===== src/rtl/game_round_if.sv =====
// Game control / duck logic handshake bundle for the round manager.
// Every signal is a plain level or a one-cycle pulse; there is no ready/back-pressure.
interface game_round_if;
  logic       game_enable;
  logic       game_enable_posedge;
  logic       shot_fired;
  logic       duck_hit;
  logic       duck_escaped;
  logic       game_finished;
  logic       duck_spawn;
  logic       duck_active;
  logic       fly_away;
  logic [1:0] shots_left;
  logic [3:0] round_number;
  logic [3:0] ducks_in_round;
  logic [3:0] hits_in_round;
  logic [15:0] score;
  logic [2:0] state_dbg;

  modport master (
    output game_enable, game_enable_posedge, shot_fired, duck_hit, duck_escaped,
    input  game_finished, duck_spawn, duck_active, fly_away, shots_left,
           round_number, ducks_in_round, hits_in_round, score, state_dbg
  );

  modport slave (
    input  game_enable, game_enable_posedge, shot_fired, duck_hit, duck_escaped,
    output game_finished, duck_spawn, duck_active, fly_away, shots_left,
           round_number, ducks_in_round, hits_in_round, score, state_dbg
  );
endinterface


===== src/rtl/game_round_manager.sv =====
// Duck Hunt round sequencer: spawns ducks, tracks shots, hits, rounds and score,
// and raises game_finished back to game control. All outputs are registered.
module game_round_manager #(
  parameter int DUCKS_PER_ROUND = 10,
  parameter int SHOTS_PER_DUCK  = 3,
  parameter int HITS_REQUIRED   = 6,
  parameter int MAX_ROUNDS      = 5,
  parameter int POINTS_PER_HIT  = 100,
  parameter int SPAWN_DELAY     = 32500000
) (
  input  logic         clk,
  input  logic         rst,
  game_round_if.slave  io
);

  localparam int CNT_W = (SPAWN_DELAY > 1) ? $clog2(SPAWN_DELAY) : 1;
  // Counter is loaded with SPAWN_DELAY-1 so the entry cycle is the first counted cycle.
  localparam logic [CNT_W-1:0] CNT_LOAD = CNT_W'(SPAWN_DELAY - 1);

  typedef enum logic [2:0] {
    IDLE        = 3'd0,
    SPAWN_WAIT  = 3'd1,
    DUCK_ACTIVE = 3'd2,
    ROUND_END   = 3'd3,
    FINISHED    = 3'd4
  } state_t;

  state_t           state;
  logic [CNT_W-1:0] cnt;
  logic             finished_r;
  logic             spawn_r;
  logic             active_r;
  logic             fly_r;
  logic [1:0]       shots_r;
  logic [3:0]       round_r;
  logic [3:0]       ducks_r;
  logic [3:0]       hits_r;
  logic [15:0]      score_r;

  logic [16:0] score_sum;
  logic [15:0] score_inc;
  logic [1:0]  shots_next;
  logic [3:0]  ducks_next;
  logic        resolved;

  always_comb begin
    score_sum  = {1'b0, score_r} + 17'(POINTS_PER_HIT);
    score_inc  = score_sum[16] ? 16'hFFFF : score_sum[15:0];
    shots_next = (io.shot_fired && (shots_r != 2'd0)) ? shots_r - 2'd1 : shots_r;
    ducks_next = ducks_r + 4'd1;
    resolved   = io.duck_hit | io.duck_escaped;
  end

  always_ff @(posedge clk) begin
    if (rst) begin
      state      <= IDLE;
      cnt        <= '0;
      finished_r <= 1'b0;
      spawn_r    <= 1'b0;
      active_r   <= 1'b0;
      fly_r      <= 1'b0;
      shots_r    <= 2'd0;
      round_r    <= 4'd0;
      ducks_r    <= 4'd0;
      hits_r     <= 4'd0;
      score_r    <= 16'd0;
    end else begin
      spawn_r <= 1'b0;
      case (state)
        IDLE: begin
          if (io.game_enable_posedge) begin
            score_r <= 16'd0;
            ducks_r <= 4'd0;
            hits_r  <= 4'd0;
            shots_r <= 2'd0;
            round_r <= 4'd1;
            cnt     <= CNT_LOAD;
            state   <= SPAWN_WAIT;
          end
        end

        SPAWN_WAIT: begin
          if (!io.game_enable) begin
            state    <= IDLE;
            active_r <= 1'b0;
            fly_r    <= 1'b0;
            shots_r  <= 2'd0;
          end else if (cnt == '0) begin
            state    <= DUCK_ACTIVE;
            spawn_r  <= 1'b1;
            active_r <= 1'b1;
            fly_r    <= 1'b0;
            shots_r  <= 2'(SHOTS_PER_DUCK);
          end else begin
            cnt <= cnt - 1'b1;
          end
        end

        DUCK_ACTIVE: begin
          if (!io.game_enable) begin
            state    <= IDLE;
            active_r <= 1'b0;
            fly_r    <= 1'b0;
            shots_r  <= 2'd0;
          end else begin
            shots_r <= shots_next;
            fly_r   <= (shots_next == 2'd0);
            if (resolved) begin
              // A hit wins over a simultaneous escape report.
              ducks_r  <= ducks_next;
              active_r <= 1'b0;
              fly_r    <= 1'b0;
              if (io.duck_hit) begin
                hits_r  <= hits_r + 4'd1;
                score_r <= score_inc;
              end
              if (ducks_next == 4'(DUCKS_PER_ROUND)) begin
                state <= ROUND_END;
              end else begin
                cnt   <= CNT_LOAD;
                state <= SPAWN_WAIT;
              end
            end
          end
        end

        ROUND_END: begin
          if (!io.game_enable) begin
            state    <= IDLE;
            active_r <= 1'b0;
            fly_r    <= 1'b0;
            shots_r  <= 2'd0;
          end else if ((hits_r < 4'(HITS_REQUIRED)) || (round_r == 4'(MAX_ROUNDS))) begin
            finished_r <= 1'b1;
            state      <= FINISHED;
          end else begin
            round_r <= round_r + 4'd1;
            ducks_r <= 4'd0;
            hits_r  <= 4'd0;
            cnt     <= CNT_LOAD;
            state   <= SPAWN_WAIT;
          end
        end

        FINISHED: begin
          // Terminal until reset; every input is ignored.
          finished_r <= 1'b1;
        end

        default: state <= IDLE;
      endcase
    end
  end

  assign io.game_finished  = finished_r;
  assign io.duck_spawn     = spawn_r;
  assign io.duck_active    = active_r;
  assign io.fly_away       = fly_r;
  assign io.shots_left     = shots_r;
  assign io.round_number   = round_r;
  assign io.ducks_in_round = ducks_r;
  assign io.hits_in_round  = hits_r;
  assign io.score          = score_r;
  assign io.state_dbg      = state;

endmodule


===== src/flat_wrapper.sv =====
// flat-port wrapper written by rule: the top's interface ports become plain ports
module game_round_manager_flat 
#(
  parameter int DUCKS_PER_ROUND = 10,
  parameter int SHOTS_PER_DUCK  = 3,
  parameter int HITS_REQUIRED   = 6,
  parameter int MAX_ROUNDS      = 5,
  parameter int POINTS_PER_HIT  = 100,
  parameter int SPAWN_DELAY     = 32500000
)
  (clk, rst, io_game_enable, io_game_enable_posedge, io_shot_fired, io_duck_hit, io_duck_escaped, io_game_finished, io_duck_spawn, io_duck_active, io_fly_away, io_shots_left, io_round_number, io_ducks_in_round, io_hits_in_round, io_score, io_state_dbg);
  game_round_if io_i ();
  input  logic clk;
  input  logic rst;
  input wire logic [$bits(io_i.game_enable)-1:0] io_game_enable;
  input wire logic [$bits(io_i.game_enable_posedge)-1:0] io_game_enable_posedge;
  input wire logic [$bits(io_i.shot_fired)-1:0] io_shot_fired;
  input wire logic [$bits(io_i.duck_hit)-1:0] io_duck_hit;
  input wire logic [$bits(io_i.duck_escaped)-1:0] io_duck_escaped;
  output wire logic [$bits(io_i.game_finished)-1:0] io_game_finished;
  output wire logic [$bits(io_i.duck_spawn)-1:0] io_duck_spawn;
  output wire logic [$bits(io_i.duck_active)-1:0] io_duck_active;
  output wire logic [$bits(io_i.fly_away)-1:0] io_fly_away;
  output wire logic [$bits(io_i.shots_left)-1:0] io_shots_left;
  output wire logic [$bits(io_i.round_number)-1:0] io_round_number;
  output wire logic [$bits(io_i.ducks_in_round)-1:0] io_ducks_in_round;
  output wire logic [$bits(io_i.hits_in_round)-1:0] io_hits_in_round;
  output wire logic [$bits(io_i.score)-1:0] io_score;
  output wire logic [$bits(io_i.state_dbg)-1:0] io_state_dbg;
  assign io_i.game_enable = io_game_enable;
  assign io_i.game_enable_posedge = io_game_enable_posedge;
  assign io_i.shot_fired = io_shot_fired;
  assign io_i.duck_hit = io_duck_hit;
  assign io_i.duck_escaped = io_duck_escaped;
  assign io_game_finished = io_i.game_finished;
  assign io_duck_spawn = io_i.duck_spawn;
  assign io_duck_active = io_i.duck_active;
  assign io_fly_away = io_i.fly_away;
  assign io_shots_left = io_i.shots_left;
  assign io_round_number = io_i.round_number;
  assign io_ducks_in_round = io_i.ducks_in_round;
  assign io_hits_in_round = io_i.hits_in_round;
  assign io_score = io_i.score;
  assign io_state_dbg = io_i.state_dbg;
  game_round_manager #(.DUCKS_PER_ROUND(DUCKS_PER_ROUND), .SHOTS_PER_DUCK(SHOTS_PER_DUCK), .HITS_REQUIRED(HITS_REQUIRED), .MAX_ROUNDS(MAX_ROUNDS), .POINTS_PER_HIT(POINTS_PER_HIT), .SPAWN_DELAY(SPAWN_DELAY)) u_core (.clk(clk), .rst(rst), .io(io_i));
endmodule

===== config.mk =====
export PLATFORM = sky130hd
export DESIGN_NAME = game_round_manager_flat
export DESIGN_NICKNAME = d
export VERILOG_FILES = /design/src/rtl/game_round_if.sv /design/src/rtl/game_round_manager.sv /design/src/flat_wrapper.sv
export SDC_FILE = /design/constraint.sdc
export NUM_CORES = 1
export LEC_CHECK = 0
export ABC_CLOCK_PERIOD_IN_PS = 5800
export CAP_MARGIN = 10
export CORE_ASPECT_RATIO = 1.1
export CORE_UTILIZATION = 55
export CTS_BUF_LIST = sky130_fd_sc_hd__clkbuf_8 sky130_fd_sc_hd__clkbuf_16
export DETAILED_ROUTE_END_ITERATION = 10
export GPL_TIMING_DRIVEN = 0
export PLACE_DENSITY_LB_ADDON = 0.25
export SLEW_MARGIN = 20
export SYNTH_ARGS = -nofsm -noshare
export SYNTH_HDL_FRONTEND = slang
export SYNTH_SLANG_ARGS = --single-unit

===== constraint.sdc =====
create_clock -name clk -period 5.8 [get_ports clk]
set_input_delay 0.87 -clock clk [delete_from_list [all_inputs] [get_ports clk]]
set_output_delay 0.87 -clock clk [all_outputs]
set_load 0.02 [all_outputs]

; ---- After elaboration in Yosys (flattened, before gate mapping)
; Index checks and enable logic that the tools add are counted.
[totals]
reg_bits = 62
latchBits = 0
ram_bits = 0
mem_bits_ro = 0
output_inout_bits = 37
n_memories = 0
[op_classes]
addsub = 6
multipliers = 0
div_mod_pow = 0
n_lt_le_gt_ge = 1
n_eq_ne = 19
n_shift = 0
muxes = 60
bitwise = 4
n_reduce_logical = 23
[ops]
columns = operator, count
row1 = 2-to-1 mux 25 bit, 8
row2 = one-hot mux 25 bit (4 select lines), 1
row3 = 2-to-1 mux 16 bit, 5
row4 = 2-to-1 mux 4 bit, 11
row5 = one-hot mux 16 bit (2 select lines), 1
row6 = logical NOT 25 bit, 1
row7 = "subtractor 25 x 1 -> 25 bit, second input constant", 1
row8 = one-hot mux 4 bit (3 select lines), 2
row9 = 2-to-1 mux 3 bit, 7
row10 = "inequality test 2 bit, second input constant", 9
row11 = "adder 16 x 7 -> 17 bit, second input constant", 1
row12 = AND reduction 4 bit, 4
row13 = one-hot mux 3 bit (5 select lines), 1
row14 = 2-to-1 mux 2 bit, 7
row15 = "adder 4 x 1 -> 4 bit, second input constant", 3
row16 = 2-to-1 mux 1 bit, 12
row17 = AND reduction 9 bit, 1
row18 = one-hot mux 2 bit (4 select lines), 1
row19 = one-hot mux 4 bit (2 select lines), 1
row20 = nonzero test 2 bit, 4
row21 = AND reduction 7 bit, 1
row22 = "equality test 3 x 2 -> 1 bit, second input constant", 2
row23 = "inequality test 3 x 2 -> 1 bit, second input constant", 2
row24 = one-hot mux 1 bit (3 select lines), 2
row25 = 20 further kinds, 25

; ---- Depth between registers and ports, before layout
; Gate-level depths: netlist of the first run.
[logic_depth]
word_depth = 7
mapped_depth = 8
depth_no_buf = 7

; ---- Worst setup path before layout of the first run
; Ideal clock, no wire load.
[synth_timing]
kind = reg-to-reg
startpoint = reg u_core.ducks_r[1] (netlist: u_core.io.ducks_in_round[1])
endpoint = reg u_core.cnt[10]
t_arrival_ns = 2.106
t_required_ns = 5.726
setup_slack_ns = 3.620
stages_incl_launch_ff = 8
synth_period_minus_slack_ns = 2.180
cell_sequence = dfxtp_1 inv_1 ha_1 nor4bb_1 a211oi_1 o211ai_1 or4_1 a31oi_1
[synth_via]
elab_chain_cells = 4
[synth_lines]
columns = item, line
row1 = "start, declared", game_round_manager.sv:36  ; logic [3:0] ducks_r;
row2 = "start signal, assigned", game_round_manager.sv:110  ; ducks_r <= ducks_next;
row3 = adder 4 x 1 -> 4 bit, game_round_manager.sv:50  ; ducks_next = ducks_r + 4'd1;
row4 = equality test 4 bit, game_round_manager.sv:117  ; if (ducks_next == 4'(DUCKS_PER_ROUND)) begin
row5 = inequality test 2 bit (no source line), n/a
row6 = AND reduction 9 bit (no source line), n/a
row7 = "end signal, assigned", game_round_manager.sv:95  ; cnt <= cnt - 1'b1;
row8 = "end, declared", game_round_manager.sv:29  ; logic [CNT_W-1:0] cnt;
; No other way between the ends.
; A chain may end at the register's enable or synchronous reset.

; ---- Worst setup path in the final report of the first run
[layout_timing]
startpoint = in io_game_enable
endpoint = reg u_core.score_r[9] (netlist: u_core.io.score[9])
[layout_via]
elab_chain_cells = 2
[layout_lines]
columns = item, line
row1 = "start, declared", flat_wrapper.sv:15  ; input wire logic [$bits(io_i.game_enable)-1:0] io_game_enable;
row2 = inequality test 2 bit (no source line), n/a
row3 = AND reduction 5 bit (no source line), n/a
row4 = "end signal, assigned", game_round_manager.sv:115  ; score_r <= score_inc;
row5 = "end, declared", game_round_manager.sv:38  ; logic [15:0] score_r;
; No other way between the ends.

==> run_summary.xml, run 1 <==
<?xml version="1.0" encoding="UTF-8"?>
<metrics>
  <group name="die">
    <metric name="rows" unit="">31</metric>
    <metric name="floorplan.die_area" unit="mm²">0.00742</metric>
    <metric name="design.portCount" unit="">44</metric>
    <metric name="floorplan.initialDensity" unit="">0.580</metric>
    <metric name="die_w" unit="µm">82.2</metric>
    <metric name="die_height" unit="µm">90.2</metric>
    <metric name="core_area" unit="mm²">0.00671</metric>
  </group>
  <group name="job">
    <metric name="max_cap_violations" unit="">0</metric>
  </group>
  <group name="synthesis">
    <metric name="post-synth-top-area-fraction" unit="">0.314</metric>
    <metric name="syn-instance-count" unit="">479</metric>
    <metric name="mappedNetlistArea" unit="mm²">0.00389</metric>
    <metric name="syn-mean-instance-area" unit="µm²">8.13</metric>
    <metric name="synthesis.yosys.warnings" unit="">0</metric>
    <metric name="post_synth_edffs" unit="">0</metric>
    <metric name="postSynth.topFlopCell" unit="">sky130_fd_sc_hd__dfxtp_1</metric>
    <metric name="asyncSetResetFlopFracSynth" unit="">0</metric>
    <metric name="post_synth_num_cell_types" unit="">76</metric>
    <metric name="synth_top_cells_by_area" unit="">sky130_fd_sc_hd__dfxtp_1 (31%), sky130_fd_sc_hd__a21oi_1 (4.0%), sky130_fd_sc_hd__o21ai_0 (3.9%)</metric>
    <metric name="netlist.top_cell.by_area" unit="">sky130_fd_sc_hd__dfxtp_1</metric>
    <metric name="synth_seq_cells" unit="">61</metric>
    <metric name="synth_sequential_area_ratio" unit="">0.314</metric>
    <metric name="nets_in_the_synthesized_netlist" unit="">495</metric>
  </group>
  <group name="drt">
    <metric name="drcViolationCount" unit="">0</metric>
    <metric name="drt_wl_total" unit="mm">11.9</metric>
    <metric name="drt_iter0_markers" unit="">396</metric>
    <metric name="vias_per_cell" unit="">6.94</metric>
    <metric name="drt_pre_antenna_iters" unit="">6</metric>
    <metric name="via_count" unit="">4297</metric>
    <metric name="wire_per_inst" unit="µm">19.2</metric>
    <metric name="antenna_violating_nets_remaining" unit="">0</metric>
  </group>
  <group name="place">
    <metric name="dpl.hpwl" unit="mm">8.17</metric>
    <metric name="place.gp.congestion" unit="">0.899</metric>
    <metric name="io_buffer_count" unit="">42</metric>
  </group>
  <group name="power">
    <metric name="leakagePower" unit="nW">1.51</metric>
    <metric name="power.density" unit="mW/mm²">390</metric>
    <metric name="post-layout-total-power" unit="mW">1.81</metric>
    <metric name="vdd.ir_drop.worst" unit="mV">0.282</metric>
  </group>
  <group name="finish">
    <metric name="design.final.nets" unit="">548</metric>
    <metric name="n_antenna_cell" unit="">0</metric>
    <metric name="flow.area_growth_from_synthesis" unit="%">18.9</metric>
    <metric name="final_layout_size_suffix_gt1_frac" unit="">0.106</metric>
  </group>
  <group name="critical_path">
    <metric name="logic_depth_of_the_worst_register_to_register_path" unit="">7</metric>
    <metric name="r2r_slack" unit="ns">3.30</metric>
    <metric name="arrival" unit="ns">2.94</metric>
    <metric name="timing.critical_path.slowest_cell_delay" unit="ns">0.58</metric>
    <metric name="critical_path.startpoint_type" unit="">primary input</metric>
    <metric name="worst_setup_path_end_kind" unit="">flip-flop</metric>
    <metric name="crit_chain" unit="">clkdlybuf4s50_1 -&gt; o211ai_1 -&gt; nor4_2 -&gt; clkbuf_1 -&gt; o21ai_0 -&gt; a21oi_1</metric>
    <metric name="timing_worst_setup_path_type" unit="">primary input to flip-flop</metric>
    <metric name="reg2reg_to" unit="">u_core.io.score[12]</metric>
    <metric name="cp_slowest_cell" unit="">sky130_fd_sc_hd__clkdlybuf4s50_1</metric>
    <metric name="timing.critical_path.fanout_max" unit="">10</metric>
    <metric name="worst_r2r_startpoint" unit="">u_core.io.state_dbg[0]</metric>
    <metric name="critPathRequiredTime" unit="ns">6.09</metric>
  </group>
  <group name="timing">
    <metric name="timing_worst_slew_pin_value" unit="ns">0.868</metric>
    <metric name="layout_worst_path_cycle_share" unit="">0.458</metric>
    <metric name="finalHoldViolations" unit="">0</metric>
    <metric name="finalHoldWorstSlack" unit="ns">0.460</metric>
    <metric name="grt_setup_unrepaired" unit="">no</metric>
    <metric name="max_slew_violation_total_from_the_final_report" unit="">0</metric>
    <metric name="max_freq" unit="GHz">0.376</metric>
    <metric name="tns" unit="ns">0</metric>
    <metric name="fin_crit" unit="ns">2.66</metric>
    <metric name="setup_violations" unit="">0</metric>
    <metric name="slew_headroom" unit="">0.421</metric>
    <metric name="clock-skew-final" unit="ns">0.00785</metric>
  </group>
  <group name="cts">
    <metric name="clk_path_buf_depth" unit="">2</metric>
    <metric name="cts.repair_timing.setup_buffer_count" unit="">0</metric>
    <metric name="clock-sinks" unit="">61</metric>
    <metric name="htree_num_levels" unit="">3</metric>
    <metric name="cts_tree" unit="">built</metric>
    <metric name="cts.root.buffer_cell" unit="">sky130_fd_sc_hd__clkbuf_8</metric>
    <metric name="clk_latency" unit="ns">0.35</metric>
    <metric name="clkSlewWorstSetupHoldPaths" unit="ns">0.07</metric>
    <metric name="tritoncts.num_buffers" unit="">9</metric>
    <metric name="total_of_cells_resized_after_clock_tree_synthesis" unit="">0</metric>
    <metric name="number_of_buffers_inserted_for_hold_repair_after_clock_tree_synthesis" unit="">0</metric>
  </group>
  <group name="global_route">
    <metric name="initial_antenna_violation_count" unit="">0</metric>
    <metric name="grt_most_used_layer" unit="">met2</metric>
    <metric name="grt_pass1_wl" unit="mm">18.7</metric>
    <metric name="grtUsageMet2" unit="">0.519</metric>
    <metric name="grt_pass1_vias" unit="">3984</metric>
    <metric name="gr-usage-all-layers" unit="">0.326</metric>
    <metric name="use_met1" unit="">0.401</metric>
    <metric name="grt_start_max_net_pins" unit="">12</metric>
    <metric name="grt_use_met3" unit="">0.0497</metric>
    <metric name="globalRoute.totalOverflow" unit="">0</metric>
  </group>
  <group name="hold_path">
    <metric name="worstHoldPathType" unit="">flip-flop to flip-flop</metric>
    <metric name="start_point_of_the_worst_min_delay_path" unit="">u_core.io.game_finished</metric>
    <metric name="min_to" unit="">u_core.io.game_finished</metric>
    <metric name="worst_hold_path.num_cells" unit="">2</metric>
  </group>
  <group name="run_status">
    <metric name="status" unit="">complete, no violations</metric>
  </group>
</metrics>
==> layout by cell type, fill, tap and decap left out, drive strengths merged, types with 4 or more instances in the layout <==
cell type,Yosys,routed
o41ai,7,7
a311oi,4,4
nor4,21,21
or3,4,4
dfxtp,61,61
a41oi,4,4
inv,21,21
nand2,33,33
nor2,32,32
a211oi,12,12
a21oi,31,31
buf,15,15
o311ai,4,4
o211ai,7,7
nand4,13,13
and2,4,4
o21ai,33,33
nor3b,5,5
ha,9,9
or4,6,6
o2111ai,4,4
nor3,28,28
nand2b,5,5
a2111oi,8,8
a21o,5,5
clkdlybuf4s50,0,42
nand3,17,17
a31oi,14,14
nor2b,7,7
clkbuf,19,29
==> area by class of cell <==
type                       count  area [µm²]
clock inverter                 6        62.6
inverter                      22        82.6
fill                         566        2080
sequential                    61        1220
timing repair buffer          42         420
multi-input combinational    362        2440
buffer                        34         163
tap                           82         103
clock buffer                  10         138
==> metrics by stage <==
stage          area, µm²  setup WS [ns]  cells   util
2_1_floorplan       3890           3.62    479      -
3_3_place_gp        4420           2.54    603  0.658
3_5_place_dp        4420           2.48    603  0.658
4_1_cts             4620           2.85    619  0.688
5_1_grt             4630           2.99    619  0.690
6_report            4630           3.14    619  0.690
==> worst max path at each step <==
| stage | startpoint | to | slack, ns | depth (start not counted) |
|---|---|---|---|---|
| after floorplan | u_core.io.ducks_in_round[1] | u_core.cnt[10] | 3.62 | 7 |
| after global placement | io_game_enable | u_core.io.score[6] | 2.54 | 6 |
| after detailed placement | io_game_enable | u_core.io.score[9] | 2.48 | 6 |
| after CTS | io_game_enable | u_core.io.score[9] | 2.85 | 6 |
| after global routing | io_game_enable | u_core.io.score[6] | 2.99 | 6 |
| final | io_game_enable | u_core.io.score[9] | 3.14 | 6 |
==> where the power goes <==
group | total [mW] | internal [mW] | switching (mW)
clock | 0.390 | 0.208 | 0.181
sequential | 0.575 | 0.488 | 0.0868
combinational | 0.841 | 0.300 | 0.541
==> synth_stat cells, types with 6 or more instances <==
cell and instances:
sky130_fd_sc_hd__dfxtp_1 61, sky130_fd_sc_hd__nand2_1 33, sky130_fd_sc_hd__a21oi_1 31, sky130_fd_sc_hd__nor2_1 30, sky130_fd_sc_hd__o21ai_0 30, sky130_fd_sc_hd__nor3_1 27, sky130_fd_sc_hd__inv_1 21, sky130_fd_sc_hd__clkbuf_1 19
sky130_fd_sc_hd__nor4_1 18, sky130_fd_sc_hd__nand3_1 15, sky130_fd_sc_hd__a31oi_1 14, sky130_fd_sc_hd__nand4_1 13, sky130_fd_sc_hd__a211oi_1 12, sky130_fd_sc_hd__buf_2 10, sky130_fd_sc_hd__ha_1 9, sky130_fd_sc_hd__nor2b_1 7
sky130_fd_sc_hd__o211ai_1 6
==> cells by family (layout without fill, tap and decap cells) <==
| kind of cell | count (synthesis) | in the layout | synth area share |
|---|---|---|---|
| AND/OR/NAND/NOR | 191 | 191 | 0.281 |
| AO/OA/AOI/OAI | 159 | 159 | 0.306 |
| flip-flops | 61 | 61 | 0.314 |
| XOR/XNOR | 2 | 2 | 0.00450 |
| buffers and inverters | 56 | 114 | 0.0630 |
| adder cells (fa/ha/maj) | 9 | 9 | 0.0289 |
| multiplexers | 1 | 1 | 0.00257 |
==> worst max-delay path, delay by kind of cell <==
kind,cells,cell delay (ns)
AOI/OAI and AO/OA,3,0.51
buffers and inverters,2,0.99
and+or+nand+nor,1,0.56
==> state kept, by name, indices dropped and copies added, names as in the netlist, 2 cells and up <==
name                      cells
u_core.io.round_number        4
u_core.io.score              15
u_core.io.state_dbg           3
u_core.io.shots_left          2
u_core.io.ducks_in_round      4
u_core.cnt                   25
u_core.io.hits_in_round       4
==> metal layers <==
metal	wire, µm	share of wire
met5	0	0
met2	5590	0.47
met4	432	0.036
met3	953	0.080
met1	4900	0.41
No activity file was read; power rests on OpenSTA's default activity.
==> inputs of run 2 (changes only) <==
--- a/config.mk
+++ b/config.mk
@@ -5,7 +5,7 @@
 export SDC_FILE = /design/constraint.sdc
 export NUM_CORES = 1
 export LEC_CHECK = 0
-export ABC_CLOCK_PERIOD_IN_PS = 5800
+export ABC_CLOCK_PERIOD_IN_PS = 2730
 export CAP_MARGIN = 10
 export CORE_ASPECT_RATIO = 1.1
 export CORE_UTILIZATION = 55
==> constraint.sdc (replaced) <==
create_clock -name clk -period 2.73 [get_ports clk]
set_input_delay 0.4095 -clock clk [delete_from_list [all_inputs] [get_ports clk]]
set_output_delay 0.4095 -clock clk [all_outputs]
set_load 0.02 [all_outputs]
==> results of run 2 <==
The final DEF is identical to that of run 1. Status: complete, no violations.
Main changes from that run: setup slack after placement 2.48 ns -> -0.132 ns; setup slack after layout 3.14 ns -> 0.232 ns; start point of the critical path io_game_enable -> u_core.io.state_dbg[0]; end point of the critical path u_core.io.score[9] -> u_core.io.score[12]; register-to-register setup slack 3.30 ns -> 0.23 ns; total power 1.81 mW -> 3.84 mW; worst IR drop on VDD 0.282 mV -> 0.599 mV
==> inputs of run 3 (changes only) <==
--- a/config.mk
+++ b/config.mk
@@ -11,8 +11,8 @@
 export CORE_UTILIZATION = 55
 export CTS_BUF_LIST = sky130_fd_sc_hd__clkbuf_8 sky130_fd_sc_hd__clkbuf_16
 export DETAILED_ROUTE_END_ITERATION = 10
-export GPL_TIMING_DRIVEN = 0
 export PLACE_DENSITY_LB_ADDON = 0.25
+export SETUP_SLACK_MARGIN = 0.4
 export SLEW_MARGIN = 20
 export SYNTH_ARGS = -nofsm -noshare
 export SYNTH_HDL_FRONTEND = slang
==> run_summary.xml, run 3 (synthesis gave the netlist of run 1 again) <==
<?xml version="1.0" encoding="UTF-8"?>
<metrics>
  <group name="finish">
    <metric name="max_reg_flops" unit="">25</metric>
    <metric name="register_bank_with_the_most_flops" unit="">u_core.cnt</metric>
    <metric name="design.final.nets" unit="">531</metric>
    <metric name="n_antenna_cell" unit="">0</metric>
    <metric name="leading_cell_types_in_the_layout_fill_and_taps_excluded" unit="">sky130_fd_sc_hd__dfxtp_1 (61), sky130_fd_sc_hd__clkdlybuf4s50_1 (42), sky130_fd_sc_hd__nand2_1 (33)</metric>
    <metric name="final_layout_size_suffix_gt1_frac" unit="">0.123</metric>
    <metric name="flow.area_growth_from_synthesis" unit="%">19.0</metric>
    <metric name="nFillCells" unit="">547</metric>
    <metric name="layout.cells.most_common" unit="">sky130_fd_sc_hd__dfxtp_1</metric>
  </group>
  <group name="place">
    <metric name="io_buffer_count" unit="">43</metric>
    <metric name="dpl.hpwl" unit="mm">7.21</metric>
    <metric name="place.gp.congestion" unit="">0.915</metric>
  </group>
  <group name="critical_path">
    <metric name="reg2reg_to" unit="">u_core.cnt[14]</metric>
    <metric name="r2r_slack" unit="ns">0.53</metric>
    <metric name="arrival" unit="ns">2.49</metric>
    <metric name="timing_worst_setup_path_type" unit="">flip-flop to flip-flop</metric>
    <metric name="crit_path_start" unit="">u_core.cnt[0]</metric>
    <metric name="critical_path.startpoint_type" unit="">flip-flop</metric>
    <metric name="critPathRequiredTime" unit="ns">3.02</metric>
    <metric name="worst_r2r_startpoint" unit="">u_core.cnt[0]</metric>
    <metric name="timing.critical_path.to" unit="">u_core.cnt[14]</metric>
    <metric name="logic_depth_of_the_worst_register_to_register_path" unit="">7</metric>
    <metric name="worst_setup_path_end_kind" unit="">flip-flop</metric>
    <metric name="timing.critical_path.fanout_max" unit="">6</metric>
  </group>
  <group name="timing">
    <metric name="fin_crit" unit="ns">2.20</metric>
    <metric name="grt_setup_unrepaired" unit="">yes</metric>
    <metric name="layout_worst_path_cycle_share" unit="">0.806</metric>
    <metric name="tns" unit="ns">0</metric>
    <metric name="setup_violations" unit="">0</metric>
    <metric name="timing_worst_slew_pin_value" unit="ns">0.685</metric>
    <metric name="finalHoldViolations" unit="">0</metric>
    <metric name="max_freq" unit="GHz">0.455</metric>
    <metric name="clock-skew-final" unit="ns">0.0104</metric>
    <metric name="slew_headroom" unit="">0.543</metric>
    <metric name="max_slew_violation_total_from_the_final_report" unit="">0</metric>
  </group>
  <group name="drt">
    <metric name="antenna_violating_nets_remaining" unit="">0</metric>
    <metric name="via_count" unit="">4045</metric>
    <metric name="drcViolationCount" unit="">0</metric>
    <metric name="wire_per_inst" unit="µm">17.9</metric>
    <metric name="drt_iter0_markers" unit="">293</metric>
    <metric name="drt_wl_total" unit="mm">10.8</metric>
    <metric name="vias_per_cell" unit="">6.72</metric>
    <metric name="drt_pre_antenna_iters" unit="">5</metric>
  </group>
  <group name="cts">
    <metric name="clk_path_buf_depth" unit="">2</metric>
    <metric name="htree_num_levels" unit="">3</metric>
    <metric name="number_of_buffers_inserted_for_hold_repair_after_clock_tree_synthesis" unit="">0</metric>
    <metric name="clkSlewWorstSetupHoldPaths" unit="ns">0.07</metric>
    <metric name="cts.root.buffer_cell" unit="">sky130_fd_sc_hd__clkbuf_8</metric>
    <metric name="tritoncts.num_buffers" unit="">9</metric>
    <metric name="clock-sinks" unit="">61</metric>
    <metric name="cts_tree" unit="">built</metric>
    <metric name="clk_latency" unit="ns">0.35</metric>
  </group>
  <group name="die">
    <metric name="floorplan.die_area" unit="mm²">0.00742</metric>
    <metric name="core_area" unit="mm²">0.00671</metric>
    <metric name="die_w" unit="µm">82.2</metric>
    <metric name="floorplan.initialDensity" unit="">0.580</metric>
    <metric name="design.portCount" unit="">44</metric>
    <metric name="rows" unit="">31</metric>
    <metric name="die_height" unit="µm">90.2</metric>
  </group>
  <group name="global_route">
    <metric name="grt_pass1_wl" unit="mm">17.6</metric>
    <metric name="grt_pass1_vias" unit="">3675</metric>
    <metric name="grt_start_max_net_pins" unit="">55</metric>
    <metric name="globalRoute.totalOverflow" unit="">0</metric>
    <metric name="gr-usage-all-layers" unit="">0.303</metric>
    <metric name="initial_antenna_violation_count" unit="">0</metric>
  </group>
  <group name="job">
    <metric name="max_cap_violations" unit="">0</metric>
  </group>
  <group name="hold_path">
    <metric name="worstHoldPathType" unit="">flip-flop to flip-flop</metric>
    <metric name="start_point_of_the_worst_min_delay_path" unit="">u_core.io.game_finished</metric>
  </group>
  <group name="run_status">
    <metric name="status" unit="">complete, no violations</metric>
  </group>
  <group name="power">
    <metric name="power.density" unit="mW/mm²">821</metric>
    <metric name="post-layout-total-power" unit="mW">3.80</metric>
    <metric name="leakagePower" unit="nW">1.53</metric>
    <metric name="vdd.ir_drop.worst" unit="mV">0.583</metric>
  </group>
</metrics>
==> run 3: cell types whose count changed in the layout (fill, tap and decap cells not counted), sizes merged <==
cell,previous run,this run
clkbuf,29,10
clkinvlp,3,0
buf,15,17
clkinv,3,5
inv,21,22
==> run 3: worst max-delay path, cell delays in order (launching register included) <==
cell and delay, ns:
sky130_fd_sc_hd__dfxtp_1 0.34, sky130_fd_sc_hd__inv_1 0.12, sky130_fd_sc_hd__ha_1 0.22, sky130_fd_sc_hd__or3b_1 0.48, sky130_fd_sc_hd__nor4_2 0.28, sky130_fd_sc_hd__o211ai_1 0.16, sky130_fd_sc_hd__a211oi_1 0.32, sky130_fd_sc_hd__o221a_1 0.22
==> run 3: per-layer routing <==
| metal | vias to the layer above | wire (µm) | global-route usage | part of all wire |
|---|---|---|---|---|
| met5 | - | 0 | 0 | 0 |
| met4 | 0 | 216 | 0.132 | 0.020 |
| met1 | 1937 | 4520 | 0.395 | 0.42 |
| met2 | 162 | 5320 | 0.486 | 0.50 |
| li1 | 1924 | - | - | - |
| met3 | 22 | 691 | 0.0457 | 0.064 |
==> run 3: per-stage QoR <==
| step | utilization | worst slack [ns] | cells | hold WS, ns | area (µm²) |
|---|---|---|---|---|---|
| 2_1_floorplan | - | 0.550 | 479 | 0.452 | 3890 |
| 3_3_place_gp | 0.653 | 0.350 | 586 | 0.435 | 4380 |
| 3_5_place_dp | 0.653 | 0.252 | 586 | 0.439 | 4380 |
| 4_1_cts | 0.683 | 0.482 | 602 | 0.450 | 4590 |
| 5_1_grt | 0.690 | 0.378 | 602 | 0.485 | 4630 |
| 6_report | 0.690 | 0.530 | 602 | 0.452 | 4630 |
==> run 3: power by group <==
part	switching (mW)	internal (mW)	total, mW
Sequential	0.230	1.04	1.27
Clock	0.371	0.437	0.808
Combinational	1.07	0.657	1.73
==> run 3: worst min path at each step <==
stage | endpoint | slack (ns) | cells past startpoint
2_1_floorplan | u_core.cnt[22] | 0.45 | 1
3_3_place_gp | u_core.io.game_finished | 0.44 | 2
3_5_place_dp | u_core.io.game_finished | 0.44 | 2
4_1_cts | u_core.io.game_finished | 0.45 | 2
5_1_grt | u_core.io.game_finished | 0.48 | 2
6_report | u_core.io.game_finished | 0.45 | 2
==> run 3: final cells by class <==
| cell class | count | area [µm²] | share of cell area |
|---|---|---|---|
| multi-input combinational | 362 | 2490 | 0.537 |
| sequential | 61 | 1220 | 0.264 |
| timing repair buffer | 59 | 546 | 0.118 |
| clock buffer | 10 | 138 | 0.0297 |
| tap | 82 | 103 | 0.0222 |
| inverter | 22 | 82.6 | 0.0178 |
| clock inverter | 6 | 53.8 | 0.0116 |
==> run 3: repair_timing <==
action	in CTS	in global routing
endpoints found under the hold margin	0	0
pin swaps	0	1
buffers inserted	0	0
endpoints found under the setup margin	1	9
resized for setup	2	8
